[src/rtl/ball_motion.sv]
// Pong ball engine: holds the ball at the serve spot, then moves it one STEP per
// game_tick, bouncing off walls and paddles, detecting misses and keeping the score.
module ball_motion #(
  parameter int POS_X       = 310,
  parameter int POS_Y       = 265,
  parameter int BALL_SIZE   = 10,
  parameter int PAD_W       = 30,
  parameter int PAD_H       = 200,
  parameter int SCR_W       = 640,
  parameter int SCR_H       = 480,
  parameter int STEP        = 1,
  parameter int SERVE_TICKS = 1000,
  parameter int MAX_SCORE   = 9
) (
  input  logic       clk,
  input  logic       rst,
  input  logic       game_tick,
  input  logic [9:0] p1_x,
  input  logic [9:0] p1_y,
  input  logic [9:0] p2_x,
  input  logic [9:0] p2_y,
  output logic [9:0] ball_x,
  output logic [9:0] ball_y,
  output logic [3:0] score_p1,
  output logic [3:0] score_p2,
  output logic       point_p1,
  output logic       point_p2,
  output logic       game_over,
  output logic [1:0] dbg_state,
  output logic       dbg_dir_x,
  output logic       dbg_dir_y
);

  // game_tick is a plain strobe: every cycle it is high counts as one tick, no handshake.
  // dbg_state codes: 0 SERVE, 1 MOVE, 2 SCORED, 3 OVER; dbg_dir_x 1=right, dbg_dir_y 1=down.
  typedef enum logic [1:0] {
    SERVE  = 2'd0,
    MOVE   = 2'd1,
    SCORED = 2'd2,
    OVER   = 2'd3
  } state_t;

  localparam int CW = (SERVE_TICKS > 1) ? $clog2(SERVE_TICKS) : 1;
  localparam logic [CW-1:0] SERVE_LAST = CW'(SERVE_TICKS - 1);

  localparam logic [10:0] SIZE_W = 11'(BALL_SIZE);
  localparam logic [10:0] PADW_W = 11'(PAD_W);
  localparam logic [10:0] PADH_W = 11'(PAD_H);
  localparam logic [10:0] SCRW_W = 11'(SCR_W);
  localparam logic [10:0] SCRH_W = 11'(SCR_H);
  localparam logic [10:0] STEP_W = 11'(STEP);

  localparam logic [9:0] POS_X_V = 10'(POS_X);
  localparam logic [9:0] POS_Y_V = 10'(POS_Y);
  localparam logic [9:0] STEP_V  = 10'(STEP);
  localparam logic [9:0] BOT_Y   = 10'(SCR_H - BALL_SIZE);
  localparam logic [3:0] MAX_V   = 4'(MAX_SCORE);

  state_t        state_q, state_d;
  logic [CW-1:0] cnt_q, cnt_d;
  logic [9:0]    x_q, x_d, y_q, y_d;
  logic          dir_x_q, dir_x_d, dir_y_q, dir_y_d;
  logic          scorer_q, scorer_d;
  logic [3:0]    s1_q, s1_d, s2_q, s2_d;
  logic          pt1_q, pt1_d, pt2_q, pt2_d;
  logic          go_q, go_d;
  logic          win;

  // 11-bit views so that sums such as x+PAD_W never wrap
  logic [10:0] bx, by, p1x, p1y, p2x, p2y;
  assign bx  = {1'b0, x_q};
  assign by  = {1'b0, y_q};
  assign p1x = {1'b0, p1_x};
  assign p1y = {1'b0, p1_y};
  assign p2x = {1'b0, p2_x};
  assign p2y = {1'b0, p2_y};

  logic       ov1, ov2, hit1, hit2, miss_l, miss_r;
  logic [3:0] s1_inc, s2_inc;

  assign ov1    = (by + SIZE_W > p1y) && (by < p1y + PADH_W);
  assign ov2    = (by + SIZE_W > p2y) && (by < p2y + PADH_W);
  assign hit1   = ov1 && (bx >= p1x + PADW_W) && (bx <= p1x + PADW_W + STEP_W);
  assign hit2   = ov2 && (bx + SIZE_W < p2x) && (bx + SIZE_W + STEP_W >= p2x);
  assign miss_l = (bx < STEP_W);
  assign miss_r = (bx + SIZE_W + STEP_W >= SCRW_W);
  assign s1_inc = (s1_q >= MAX_V) ? MAX_V : s1_q + 4'd1;
  assign s2_inc = (s2_q >= MAX_V) ? MAX_V : s2_q + 4'd1;

  always_ff @(posedge clk or posedge rst) begin
    if (rst) begin
      state_q  <= SERVE;
      cnt_q    <= '0;
      x_q      <= POS_X_V;
      y_q      <= POS_Y_V;
      dir_x_q  <= 1'b1;
      dir_y_q  <= 1'b1;
      scorer_q <= 1'b0;
      s1_q     <= '0;
      s2_q     <= '0;
      pt1_q    <= 1'b0;
      pt2_q    <= 1'b0;
      go_q     <= 1'b0;
    end else begin
      state_q  <= state_d;
      cnt_q    <= cnt_d;
      x_q      <= x_d;
      y_q      <= y_d;
      dir_x_q  <= dir_x_d;
      dir_y_q  <= dir_y_d;
      scorer_q <= scorer_d;
      s1_q     <= s1_d;
      s2_q     <= s2_d;
      pt1_q    <= pt1_d;
      pt2_q    <= pt2_d;
      go_q     <= go_d;
    end
  end

  always_comb begin
    state_d  = state_q;
    cnt_d    = cnt_q;
    x_d      = x_q;
    y_d      = y_q;
    dir_x_d  = dir_x_q;
    dir_y_d  = dir_y_q;
    scorer_d = scorer_q;
    s1_d     = s1_q;
    s2_d     = s2_q;
    pt1_d    = 1'b0;
    pt2_d    = 1'b0;
    go_d     = go_q;
    win      = 1'b0;
    case (state_q)
      SERVE: begin
        x_d = POS_X_V;
        y_d = POS_Y_V;
        if (game_tick) begin
          if (cnt_q == SERVE_LAST) begin
            cnt_d   = '0;
            state_d = MOVE;
          end else begin
            cnt_d = cnt_q + CW'(1);
          end
        end
      end
      MOVE: begin
        if (game_tick) begin
          if (!dir_y_q) begin
            if (by < STEP_W) begin
              y_d     = '0;
              dir_y_d = 1'b1;
            end else begin
              y_d = y_q - STEP_V;
            end
          end else if (by + SIZE_W + STEP_W > SCRH_W) begin
            y_d     = BOT_Y;
            dir_y_d = 1'b0;
          end else begin
            y_d = y_q + STEP_V;
          end
          // A paddle hit takes priority over a miss on the same side
          if (!dir_x_q) begin
            if (hit1) begin
              x_d     = 10'(p1x + PADW_W + 11'd1);
              dir_x_d = 1'b1;
            end else if (miss_l) begin
              scorer_d = 1'b0;
              state_d  = SCORED;
            end else begin
              x_d = x_q - STEP_V;
            end
          end else begin
            if (hit2) begin
              x_d     = 10'(p2x - SIZE_W - 11'd1);
              dir_x_d = 1'b0;
            end else if (miss_r) begin
              scorer_d = 1'b1;
              state_d  = SCORED;
            end else begin
              x_d = x_q + STEP_V;
            end
          end
        end
      end
      SCORED: begin
        x_d   = POS_X_V;
        y_d   = POS_Y_V;
        cnt_d = '0;
        // Next serve travels toward the player who just conceded
        if (scorer_q) begin
          s1_d    = s1_inc;
          pt1_d   = 1'b1;
          dir_x_d = 1'b1;
          win     = (s1_inc == MAX_V);
        end else begin
          s2_d    = s2_inc;
          pt2_d   = 1'b1;
          dir_x_d = 1'b0;
          win     = (s2_inc == MAX_V);
        end
        go_d    = win;
        state_d = win ? OVER : SERVE;
      end
      OVER: begin
        x_d  = POS_X_V;
        y_d  = POS_Y_V;
        go_d = 1'b1;
      end
      default: state_d = SERVE;
    endcase
  end

  assign ball_x    = x_q;
  assign ball_y    = y_q;
  assign score_p1  = s1_q;
  assign score_p2  = s2_q;
  assign point_p1  = pt1_q;
  assign point_p2  = pt2_q;
  assign game_over = go_q;
  assign dbg_state = state_q;
  assign dbg_dir_x = dir_x_q;
  assign dbg_dir_y = dir_y_q;

endmodule
[config.mk]
export PLATFORM = sky130hd
export DESIGN_NAME = ball_motion
export DESIGN_NICKNAME = d
export VERILOG_FILES = /design/src/rtl/ball_motion.sv
export SDC_FILE = /design/constraint.sdc
export NUM_CORES = 1
export LEC_CHECK = 0
export ABC_CLOCK_PERIOD_IN_PS = 5300
export BUFFER_PORTS_ARGS = -buffer_cell sky130_fd_sc_hd__clkbuf_2
export CAP_MARGIN = 10
export CORE_MARGIN = 2
export CORE_UTILIZATION = 45
export CTS_BUF_LIST = sky130_fd_sc_hd__clkbuf_8
export DETAILED_ROUTE_END_ITERATION = 8
export PLACE_DENSITY = 0.67
export SYNTH_ARGS = -nofsm -noshare
export SYNTH_HDL_FRONTEND = slang
export SYNTH_SLANG_ARGS = --single-unit
[constraint.sdc]
create_clock -name clk -period 5.3 [get_ports clk]
set_input_delay 0 -clock clk [delete_from_list [all_inputs] [get_ports clk]]
set_output_delay 0 -clock clk [all_outputs]
set_load 0.01 [all_outputs]
Yosys cells after proc, flatten, opt, wreduce, memory -nomap -nowiden
Cells that the tools add are included.
- register bits after elaboration: 46
- input bits: 43
- output and inout bits: 35
- word-level logic and storage cells: 130
- add/subtract/negate cells: 17
- magnitude comparators: 14
- equality and inequality tests: 18
- mux-type cells: 47
- bitwise gates (word level): 1
- reduce and logical (&&, ||, !) cells: 21
- operator list (operator ; count):
    10-bit 2-to-1 mux ; 12
    10-bit case mux with 2 select lines ; 3
    11-bit by 1-bit adder with 11-bit output (second input constant) ; 3
    10-bit by 1-bit adder with 10-bit output (second input constant) ; 3
    10-bit by 1-bit subtractor with 10-bit output (second input constant) ; 3
    10-bit by 4-bit adder with 11-bit output (second input constant) ; 2
    10-bit by 8-bit adder with 11-bit output (second input constant) ; 2
    11-bit by 10-bit > comparator with 1-bit output ; 2
    10-bit by 11-bit less-than comparator with 1-bit output ; 2
    10-bit by 1-bit less-than comparator with 1-bit output (second input constant) ; 2
    1-bit 2-to-1 mux ; 18
    2-bit 2-to-1 mux ; 9
    3-bit != test (second input constant) ; 4
    10-bit by 5-bit adder with 11-bit output (second input constant) ; 1
    10-bit by 11-bit greater-or-equal comparator with 1-bit output ; 1
    11-bit by 10-bit greater-or-equal comparator with 1-bit output ; 1
    11-bit by 10-bit greater-or-equal comparator with 1-bit output (second input constant) ; 1
    11-bit by 9-bit > comparator with 1-bit output (second input constant) ; 1
    10-bit by 11-bit less-or-equal comparator with 1-bit output ; 1
    11-bit by 10-bit less-than comparator with 1-bit output ; 1
    10-bit == test (second input constant) ; 1
    2-bit != test (second input constant) ; 5
    2-bit AND reduction ; 5
    10-bit by 4-bit subtractor with 10-bit output (second input constant) ; 1
    other kinds (19) ; 34

Logic depth before layout (Yosys ltp)
- depth after elaboration: 9
- gate-level depth with buffers: 19
- depth with buffers taken out: 16

Worst setup path after synthesis
No wires, ideal clock.
- path kind: register to register
- start point: register x_q[2] (netlist: ball_x[2])
- end point: register state_q[0] (netlist: dbg_state[0])
- library setup time: 0.128 ns
- arrival time: 3.990 ns
- data required time: 5.172 ns
- path slack: 1.183 ns
- cell stages (with the launch flop): 17
- path buffers: 2
- period minus slack after synthesis: 4.117 ns
- path through: dfstp_2 -> buf_2 -> inv_1 -> ha_1 -> nand3_2 -> nor4b_2 -> nor2_1 -> a21oi_1 -> ha_1 -> a21o_1 -> a211o_1 -> a311oi_1 -> or4_1 -> buf_2 -> o311ai_4 -> a31oi_2 -> mux2_1
- cells in the longest elaborated chain, start to end: 6
- elaborated cells on any way between the ends: 17
- those cells by class: 2 x add/sub; 6 x order compare; 4 x eq/ne; 5 x reduce/logical
- ends and longest elaborated chain (element ; line ; source):
    from (decl) ; 61 ; logic [9:0] x_q, x_d, y_q, y_d;
    from (signal assigned) ; 94 ; x_q <= POS_X_V;
    from (signal assigned) ; 107 ; x_q <= x_d;
    10-bit by 4-bit adder with 11-bit output ; 84, 86 ;
    11-bit by 1-bit adder with 11-bit output or 11-bit by 10-bit less-than comparator with 1-bit output (tied branches) ; 84, 86 ;
    11-bit by 10-bit greater-or-equal comparator with 1-bit output or 1-bit logical AND (tied branches) ; 84 ; assign hit2 = ov2 && (bx + SIZE_W < p2x) && (bx + SIZE_W + STEP_W >= p2x);
    1-bit logical AND ; 84 ;
    3-bit != test (no line) ; - ;
    8-bit AND reduction (no line) * ; - ;
    to (signal assigned) ; 105 ; state_q <= state_d;
    to (decl) ; 59 ; state_t state_q, state_d;
Every way passes the cells marked *; elsewhere a longest branch is shown, timed or not.
A chain may end at the register's enable or synchronous reset.

Worst setup path in the final report
- start point: register x_q[2] (netlist: ball_x[2])
- end point: register state_q[1] (netlist: dbg_state[1])
The elaborated chain is that of the path after synthesis.

==> impl_metrics.csv <==
group,metric,value,unit
run_status,status,"finished clean",
yosys,synth_cells,843,
cells_and_area,nNetsFinal,1049,
worst_setup_path,slowest_stage,"dfstp_2",
yosys,synth_ff_type,"dfrtp_1",
global_routing,grt_pass1_vias,6133,
sta,whs,0.130,ns
sta,max_slew_margin,34.5,%
power_and_ir_drop,p_leak,3.45,nW
yosys,yosys_warnings,0,
yosys,syn_area_per_cell,8.02,µm²
sta,rsz0062_at_grt,"false",
place,dpl.hpwl,14200,µm
worst_setup_path,start_kind,"flop",
worst_setup_path,path_class,"flop to flop",
die,die-area,0.0160,mm²
yosys,synth_cell_type_count,85,
global_routing,grt_remaining_overflow,0,
clock_tree,cts_hold_buf,1,
worst_setup_path,cp.arrival,4.91,ns
routing,wl_per_cell,16.6,µm
clock_tree,cts_tree,"built",
sta,worst_pin_slew,0.981,ns
routing,drt_pass1_iterations,5,
worst_setup_path,cpMostUsedCell,"ha_1",
sta,finClkSkew,0.00845,ns
worst_setup_path,path_cells,"ha_1, xor2_1, a32oi_1, nor4b_2, nor2_1, a21oi_1, ha_1, a21o_1, a211o_1, a311oi_1, or4_1, o311ai_4, a31oi_2, mux2_1",
global_routing,antenna_found_initial,0,
worst_setup_path,critPathBufInv,0,
cells_and_area,drive_gt1_share,14.6,%
clock_tree,root_buffer,"clkbuf_8",
sta,drv_slew,0,
sta,hold_viol,0,
place,dpl_cell_area,0.00727,mm²
yosys,yosysSeqAreaShare,17.2,%
worst_setup_path,critPathRequiredTime,5.49,ns
clock_tree,cts_buffer_depth,2,
yosys,synthesis.area,0.00676,mm²
power_and_ir_drop,power_density,115,mW/mm²
routing,routed_wl,17900,µm
routing,viasPerCell,5.92,
global_routing,grt_max_degree,47,
worst_setup_path,path_delay_family,"compound AO/OA/AOI/OAI gates",
min_path,hp-class,"primary input to flop",
clock_tree,cts_resized,0,
clock_tree,clk_latency,0.30,ns
sta,finalSetupViolCount,0,
sta,setup_tns,0,ns
sta,clock.fmax,212,MHz
worst_setup_path,cp_max_fo,12,
die,initial_core_util,46.4,%
die,die_w,127,µm
die,die_y,127,µm
worst_setup_path,slowest_delay,0.71,ns
worst_setup_path,critical_path.endpoint_type,"flop",
sta,period_share,89.0,%
clock_tree,path_clk_slew,0.09,ns
routing,detail-route-antenna-nets,0,
yosys,synth_nets,995,
power_and_ir_drop,irDropWorstVdd,90.3,µV
cells_and_area,fillers,1423,
cells_and_area,synthToLayoutAreaGrowth,8.93,%
routing,drc,0,
clock_tree,cts_buffers,5,
die,placementRows,44,
clock_tree,cts.sinks,46,
cells_and_area,final_cell_mix,"ha_1 (109), clkbuf_2 (77), inv_1 (70), nand2_1 (65), nor2_1 (57)",
cells_and_area,stdcell_area,0.00737,mm²
place,io_buffers,77,
sta,finalCriticalPeriod,4.72,ns
clock_tree,cts_setup_buffers,0,
global_routing,grt_use_total,22.4,%
yosys,synth_seq_cells,46,
routing,num_vias,6403,
job,maxCapViolations,0,
clock_tree,htreeDepth,2,
cells_and_area,diodes,0,
cells_and_area,layout_commonest_cell,"ha_1",
global_routing,grt_pass1_wl,30100,µm
yosys,synthArstFlopShare,100,%
yosys,synth-edff-count,0,
place,gp_congestion,0.910,
routing,drt_iter0_drc,436,
cells_and_area,utilization,50.5,%
die,core,0.0146,mm²
die,num_io_pins,78,
==> worst paths after layout <==
kind                            from      endpoint  slack, ns  depth (start not counted)
min                          p2_x[0]     ball_x[0]       0.13                          4
max reg2reg                ball_x[2]  dbg_state[1]       0.58                         14
max                        ball_x[2]  dbg_state[1]       0.58                         14
max in group asynchronous        rst     ball_x[6]       4.22                          3
min in group asynchronous        rst      point_p2       0.46                          3
min reg2reg                game_over     game_over       0.50                          2
==> worst min-delay path: stages <==
cell and delay (ns):
clkbuf_2 0.15, nand2_1 0.07, o211ai_1 0.09, a311oi_1 0.09
==> sequential cells by signal (all words and copies together) (netlist names) <==
signal / flops
ball_y: 10
point_p1: 1
point_p2: 1
ball_x: 10
game_over: 1
dbg_state: 2
score_p1: 4
dbg_dir_y: 1
scorer_q: 1
dbg_dir_x: 1
cnt_q: 10
score_p2: 4
==> power by group <==
| part | leakage [nW] | internal, mW | switching, mW | total (mW) |
|---|---|---|---|---|
| clock | 0.0441 | 0.0929 | 0.127 | 0.220 |
| sequential | 0.595 | 0.369 | 0.0192 | 0.388 |
| combinational | 2.81 | 0.100 | 0.140 | 0.240 |
| total | 3.45 | 0.562 | 0.286 | 0.848 |
==> cell families (layout without fill, tap and decap cells) <==
| kind of cell | after synthesis | count (layout) | synth area share [%] |
|---|---|---|---|
| AOI/OAI and AO/OA | 237 | 237 | 25.0 |
| xor gates and xnor gates | 79 | 79 | 10.5 |
| adders and majority gates | 109 | 109 | 20.2 |
| buffers and inverters | 111 | 166 | 6.53 |
| DFF | 46 | 46 | 17.2 |
| muxes | 5 | 5 | 0.814 |
| and+or+nand+nor | 256 | 256 | 19.7 |
==> synthesized netlist by cell type, drive strengths merged (8+ instances only) <==
cell | instances | area, µm²
a211oi | 12 | 90.1
a21o | 16 | 120
a21oi | 39 | 210
a31oi | 16 | 106
buf | 18 | 92.6
clkbuf | 21 | 78.8
dfrtp | 36 | 901
dfstp | 10 | 263
ha | 109 | 1360
inv | 71 | 267
nand2 | 66 | 250
nand3 | 32 | 178
nand4 | 17 | 113
nor2 | 57 | 214
nor2b | 11 | 68.8
nor3 | 21 | 116
nor4 | 8 | 75.1
o2111ai | 8 | 70.1
o211ai | 23 | 173
o21ai | 44 | 220
o31ai | 8 | 60.1
xnor2 | 51 | 465
xor2 | 28 | 245
==> metrics by stage <==
stage / cells / setup WS [ns] / total power [mW]
after floorplan: 843 / 1.18 / 0.562
after global placement: 1073 / 0.752 / 0.631
after detailed placement: 1073 / 0.617 / 0.633
after CTS: 1082 / 0.627 / 0.855
after global routing: 1082 / 0.265 / 0.912
final: 1082 / 0.582 / 0.848
==> cell type report <==
cell class                      count  area (µm²)  share of cell area [%]
Multi-Input combinational cell    686        5160                    70.0
Sequential cell                    46        1160                    15.8
Timing Repair Buffer               86         455                    6.18
Inverter                           72         270                    3.67
Tap cell                          184         230                    3.12
Clock buffer                        5        68.8                   0.934
Clock inverter                      3        21.3                   0.289
==> per-layer routing <==
layer	vias up	wire length [µm]	track usage (%)
met5	-	0	0
met4	0	360	6.01
met3	24	1030	3.12
met2	193	8200	36.9
met1	2990	8340	30.8
li1	3196	-	-
Note: power is estimated with default switching activity, not from simulation.
